File: config.mk
export PLATFORM = sky130hd
export DESIGN_NAME = vector_alu_sequencer
export DESIGN_NICKNAME = d
export VERILOG_FILES = /design/src/rtl/vector_alu_sequencer.sv
export SDC_FILE = /design/constraint.sdc
export NUM_CORES = 1
export LEC_CHECK = 0
export CAP_MARGIN = 20
export CORE_AREA = 5 5 130 132
export DETAILED_ROUTE_END_ITERATION = 12
export DIE_AREA = 0 0 135 137
export PLACE_DENSITY_LB_ADDON = 0.05
export REMOVE_ABC_BUFFERS = 1
export SLEW_MARGIN = 15
export SYNTH_ARGS = -nofsm -noshare
export SYNTH_HDL_FRONTEND = slang
export SYNTH_SLANG_ARGS = --single-unit
File: constraint.sdc
create_clock -name clk -period 5.68 [get_ports clk]
set_input_delay 1.704 -clock clk [delete_from_list [all_inputs] [get_ports clk]]
set_output_delay 1.704 -clock clk [all_outputs]
set_load 0.02 [all_outputs]
File: src/rtl/vector_alu_sequencer.sv
// Drives one shared scalar ALU across a packed operand vector, one lane per clock,
// and presents the collected result vector and per-lane flag masks with a done pulse.
module vector_alu_sequencer #(
  parameter int dataSize = 8,
  parameter int lanes    = 4
) (
  input  logic                        clk,
  input  logic                        rst,
  input  logic                        start,
  input  logic [2:0]                  op,
  input  logic                        scalar_b,
  input  logic [lanes*dataSize-1:0]   vec_a,
  input  logic [lanes*dataSize-1:0]   vec_b,
  output logic [2:0]                  alu_op,
  output logic [dataSize-1:0]         alu_a,
  output logic [dataSize-1:0]         alu_b,
  input  logic [dataSize-1:0]         alu_result,
  input  logic                        alu_neg,
  input  logic                        alu_zero,
  output logic                        busy,
  output logic                        done,
  output logic [lanes*dataSize-1:0]   vec_result,
  output logic [lanes-1:0]            neg_mask,
  output logic [lanes-1:0]            zero_mask
);

  localparam int              VW   = lanes * dataSize;
  localparam int              IW   = (lanes > 1) ? $clog2(lanes) : 1;
  localparam logic [IW-1:0]   LAST = IW'(lanes - 1);

  typedef enum logic [1:0] {S_IDLE, S_RUN, S_DONE} state_e;

  state_e            state_q, state_d;
  logic [IW-1:0]     idx_q, idx_d;
  logic [2:0]        op_q, op_d;
  logic [VW-1:0]     a_q, a_d;
  logic [VW-1:0]     b_q, b_d;
  logic [VW-1:0]     work_q, work_d;
  logic [lanes-1:0]  wneg_q, wneg_d;
  logic [lanes-1:0]  wzero_q, wzero_d;
  logic [VW-1:0]     vec_result_q, vec_result_d;
  logic [lanes-1:0]  neg_mask_q, neg_mask_d;
  logic [lanes-1:0]  zero_mask_q, zero_mask_d;

  always_comb begin
    // NOTE: every signal written here gets a default first, so no path can infer a latch.
    state_d      = state_q;
    idx_d        = idx_q;
    op_d         = op_q;
    a_d          = a_q;
    b_d          = b_q;
    work_d       = work_q;
    wneg_d       = wneg_q;
    wzero_d      = wzero_q;
    vec_result_d = vec_result_q;
    neg_mask_d   = neg_mask_q;
    zero_mask_d  = zero_mask_q;
    alu_op       = 3'b000;
    alu_a        = '0;
    alu_b        = '0;

    unique case (state_q)
      S_IDLE, S_DONE: begin
        state_d = S_IDLE;
        if (start) begin
          state_d = S_RUN;
          idx_d   = '0;
          op_d    = op;
          a_d     = vec_a;
          b_d     = scalar_b ? {lanes{vec_b[dataSize-1:0]}} : vec_b;
        end
      end
      S_RUN: begin
        alu_op = op_q;
        alu_a  = a_q[idx_q*dataSize +: dataSize];
        alu_b  = b_q[idx_q*dataSize +: dataSize];
        work_d[idx_q*dataSize +: dataSize] = alu_result;
        wneg_d[idx_q]  = alu_neg;
        wzero_d[idx_q] = alu_zero;
        if (idx_q == LAST) begin
          // Publish including the lane captured on this same edge.
          state_d      = S_DONE;
          vec_result_d = work_d;
          neg_mask_d   = wneg_d;
          zero_mask_d  = wzero_d;
        end else begin
          idx_d = idx_q + 1'b1;
        end
      end
      default: state_d = S_IDLE;
    endcase
  end

  // NOTE: the working vector and operand latches are reset too, so a reset mid-RUN leaves no stale lanes.
  always_ff @(posedge clk or posedge rst) begin
    if (rst) begin
      state_q      <= S_IDLE;
      idx_q        <= '0;
      op_q         <= '0;
      a_q          <= '0;
      b_q          <= '0;
      work_q       <= '0;
      wneg_q       <= '0;
      wzero_q      <= '0;
      vec_result_q <= '0;
      neg_mask_q   <= '0;
      zero_mask_q  <= '0;
    end else begin
      // NOTE: non-blocking assignments keep all flops updating from the same pre-edge values.
      state_q      <= state_d;
      idx_q        <= idx_d;
      op_q         <= op_d;
      a_q          <= a_d;
      b_q          <= b_d;
      work_q       <= work_d;
      wneg_q       <= wneg_d;
      wzero_q      <= wzero_d;
      vec_result_q <= vec_result_d;
      neg_mask_q   <= neg_mask_d;
      zero_mask_q  <= zero_mask_d;
    end
  end

  assign busy       = (state_q == S_RUN);
  assign done       = (state_q == S_DONE);
  assign vec_result = vec_result_q;
  assign neg_mask   = neg_mask_q;
  assign zero_mask  = zero_mask_q;

endmodule
; ---- Word-level counts from Yosys, hierarchy flattened
; Index checks and enable logic that the tools add are counted.
; Widths: inputs -> output; s select.
[word_totals]
register_bits = 151
out_inout_bits = 61
wordCells = 47
[op_classes]
addsub = 2
n_lt_le_gt_ge = 2
n_eq_ne = 6
shifts = 4
muxes = 15
n_reduce_logical = 7
[ops]
columns = cell, count
row1 = $shiftx 32x6->8, 2
row2 = $neg 5->34, 1
row3 = $shift 8x34->32 const A, 1
row4 = $shiftx 8x34->32, 1
row5 = $bwmux 32, 1
row6 = $mux 32, 1
row7 = $mux 8, 2
row8 = $bwmux 4, 2
row9 = $pmux 2 s2, 2
row10 = $mux 2, 3
row11 = $eq 2x2->1 const B, 2
row12 = $ne 2x2->1 const B, 2
row13 = $reduce_and 2->1, 2
row14 = $lt 2x3->1 const B, 1
row15 = $mux 3, 1
row16 = $reduce_and 3->1, 1
row17 = $add 2x1->2 const B, 1
row18 = $demux 1 s2, 1
row19 = $eq 2x1->1 const B, 1
row20 = $ge 2x1->1 const B, 1
row21 = $logic_not 2->1, 1
row22 = $mux 1, 2
row23 = $ne 2x1->1 const B, 1
row24 = $reduce_bool 2->1, 1
row25 = other kinds (2), 2

; ---- Logic depth before layout (Yosys ltp)
[logic_depth]
ltp_word = 5
mapped_depth = 10

; ---- Worst setup path before layout
; Ideal clock, no wire load.
[synth_path]
path_type = register to output
start = register idx_q[0]
end = output alu_b[0]
t_arrival_ns = 1.504
t_required_ns = 3.976
setup_slack_ns = 2.472
stages_incl_launch_ff = 5
n_path_buf = 2
cell_sequence = dfrtp_1 buf_6 buf_6 mux4_2 and2_1
[synth_via]
elab_chain_len = 2
[synth_lines]
columns = item, line_no
row1 = start: declaration, 34  ; logic [IW-1:0] idx_q, idx_d;
row2 = start signal: assignment, 111  ; idx_q <= idx_d;
row3 = $shiftx 32x6->8, 76  ; alu_b = b_q[idx_q*dataSize +: dataSize];
row4 = $mux 8, 62  ; unique case (state_q)
row5 = end: declaration, 16  ; output logic [dataSize-1:0] alu_b,
; Every way passes these cells.

; ---- Final worst setup path
[layout_path]
start = register idx_q[0]
end = output alu_b[7]
; The elaborated chain is that of the path after synthesis.

==> reports/metrics.cfg <==
[layout]
drive_above_1_share_pct=15.1
final_common_cell=dfrtp_1
mostFrequentLayoutCells=dfrtp_1 (148), clkdlybuf4s50_1 (141), mux2_2 (51)
final_nets=779
diodes=0
fillers=1364
area_delta_synth_final_pct=30.3

[outcome]
outcome=finished, final reports clean

[drt]
vias=4728
drt_iter0_drc=209
vias_per_cell=5.14
drc=0
first_pass_iters=4
ant_nets=0
wl_per_cell_um=17.5
drt_wl_total_um=16100

[cts]
ctsHoldBuffers=0
cts_resized=0
post_cts_buffers=0
cts_sinks=149
root_buffer=clkbuf_16
cts.path.max_buffers=2
clk_latency_ns=0.42
htreeDepth=4
cts_made_buffers=17
clkTransAtPathRegs_ns=0.06
cts_tree=done

[worst_setup_path]
cp_max_fo=26
max_stage_delay_ns=0.90
cp.arrival_ns=2.69
worstPathBufferInverterCount=1
r2r-start=idx_q[1]$_DFFE_PP0P_
r2r_cells=5
crit_path_start_kind=register
cp_top_family=flip-flops
path_cells=mux4_1 > and2_1 > clkdlybuf4s50_1
cp-end-kind=primary output
critical-path-slowest-cell=dfrtp_2
rrSetupSlack_ns=2.72
critical_path_class=reg -> out
crit_required_ns=3.98
reg2reg_to=zero_mask[3]$_DFFE_PP0P_

[sta]
fin_crit_sh_pct=77.4
whs_ns=0.479
slew_headroom_pct=30.2
finalHoldViolCount=0
rsz0062_at_grt=no
slew_violations=0
final.setup_skew_ns=0.00536
worst_pin_slew_ns=1.05
fmax_mhz=228
final.min_clock_period_ns=4.40
setup_viol=0

[yosys]
synth_cells=574
syn_area_per_cell_um2=12.0
synth_seq_cells=149
yosysSeqAreaShare_pct=54.2
async_flop_share_pct=100
ys.flop_type=dfrtp_1
ys_warn_count=0
syn-cell-area_um2=6880
synth_edf_count=0
synth.distinct_cells=32

[floorplan]
core_area_um2=15600
pin_count=142
chipHeight_um=137
start_util_pct=44.1
rows=46
chipWidth_um=135
die-area_um2=18500

[grt]
overflow=0
grt_pass1_wl_um=26200
track_usage_pct=18.1
grt_pass1_vias=4967
antenna_found_initial=0
grt_start_max_net_pins=117

[worst_hold_path]
holdPathStages=2
hold_end=b_q[26]$_DFFE_PP0P_
hold_start=b_q[26]$_DFFE_PP0P_
worst_hold_path_type=reg -> reg

[pwr]
power_leakage_uw=0.00382
irDropWorstVdd_mv=0.245
total_power_uw=5350
power_density_nw_per_um2=597

[placed_design]
place_hpwl_um=10600
gp_congestion=0.760
numPortBuffers=141

[flow_run]
max_cap_viol_count=0

worst max path at each step:
| stage | from | to | slack (ns) | cells past startpoint |
|---|---|---|---|---|
| 2_1_floorplan | rst | a_q[0]$_DFFE_PP0P_ | -0.03 | 1 |
| 3_3_place_gp | idx_q[0]$_DFFE_PP0P_ | alu_a[7] | 1.72 | 3 |
| 3_5_place_dp | idx_q[0]$_DFFE_PP0P_ | alu_b[7] | 1.69 | 3 |
| 4_1_cts | idx_q[0]$_DFFE_PP0P_ | alu_b[7] | 1.23 | 3 |
| 5_1_grt | idx_q[0]$_DFFE_PP0P_ | alu_b[7] | 1.16 | 3 |
| 6_report | idx_q[0]$_DFFE_PP0P_ | alu_b[7] | 1.28 | 3 |
flip-flops by register name, summed over array words and instances, names as in the netlist:
signal,cells
a_q,32
b_q,32
idx_q,2
neg_mask,4
op_q,3
state_q,2
vec_result,32
wneg_q,3
work_q,32
wzero_q,3
zero_mask,4
cell type report:
type / count / area, um^2 / area share, %
sequential: 149 / 3730 / 41.6
multi-input combinational: 373 / 2900 / 32.4
timing repair buffer: 146 / 1450 / 16.2
clock buffer: 19 / 453 / 5.06
tap: 216 / 270 / 3.02
clock inverter: 13 / 133 / 1.48
inverter: 4 / 22.5 / 0.251
metrics by stage:
stage	instance area [um^2]	setup TNS [ns]	cells	util, %	worst slack [ns]
2_1_floorplan	6640	-4.77	526	-	-0.0320
3_3_place_gp	8370	0	888	53.7	1.72
3_5_place_dp	8370	0	888	53.7	1.69
4_1_cts	8950	0	920	57.4	1.23
5_1_grt	8960	0	920	57.4	1.16
6_report	8960	0	920	57.4	1.28
logic make-up (layout without fill, tap and decap cells):
kind of cell	count (synthesis)	after routing	share of synthesized area [%]
simple gates	142	142	11.1
compound gates	127	127	11.4
flops	149	149	54.2
fa+ha+maj	7	7	1.27
buf+inv	52	182	3.73
mux	97	97	18.3
Yosys cell counts, types with 8 or more instances:
cell	instances	area, um^2
nor2b_1	32	200
mux4_2	10	225
o21ai_0	28	140
nand2_1	34	128
clkbuf_1	16	60.1
dfrtp_1	149	3730
and2_1	19	119
a22o_1	30	263
buf_2	19	95.1
mux2i_1	30	300
nor2_1	38	143
mux2_2	51	574
buf_1	8	30.0
a21oi_1	44	220
a31oi_1	24	150
where the power goes:
group	leakage, uW	internal [uW]	switching (uW)
sequential	0.00182	1570	313
clock	0.000269	665	446
combinational	0.00173	1210	1140
total	0.00382	3440	1900
layer usage:
layer | share of wire [%] | GRT usage (%)
met1 | 45 | 23.9
met2 | 48 | 29.1
met3 | 4.8 | 4.93
met4 | 1.8 | 6.05
met5 | 0 | 0
worst register-to-register path, delay by kind of cell, from the launching register on:
family | cells | cell delay [ns]
simple gates | 1 | 0.81
buf+inv | 2 | 0.74
flops | 1 | 0.70
mux | 1 | 0.37
fa+ha+maj | 1 | 0.23
(Power assumes the default switching activity.)
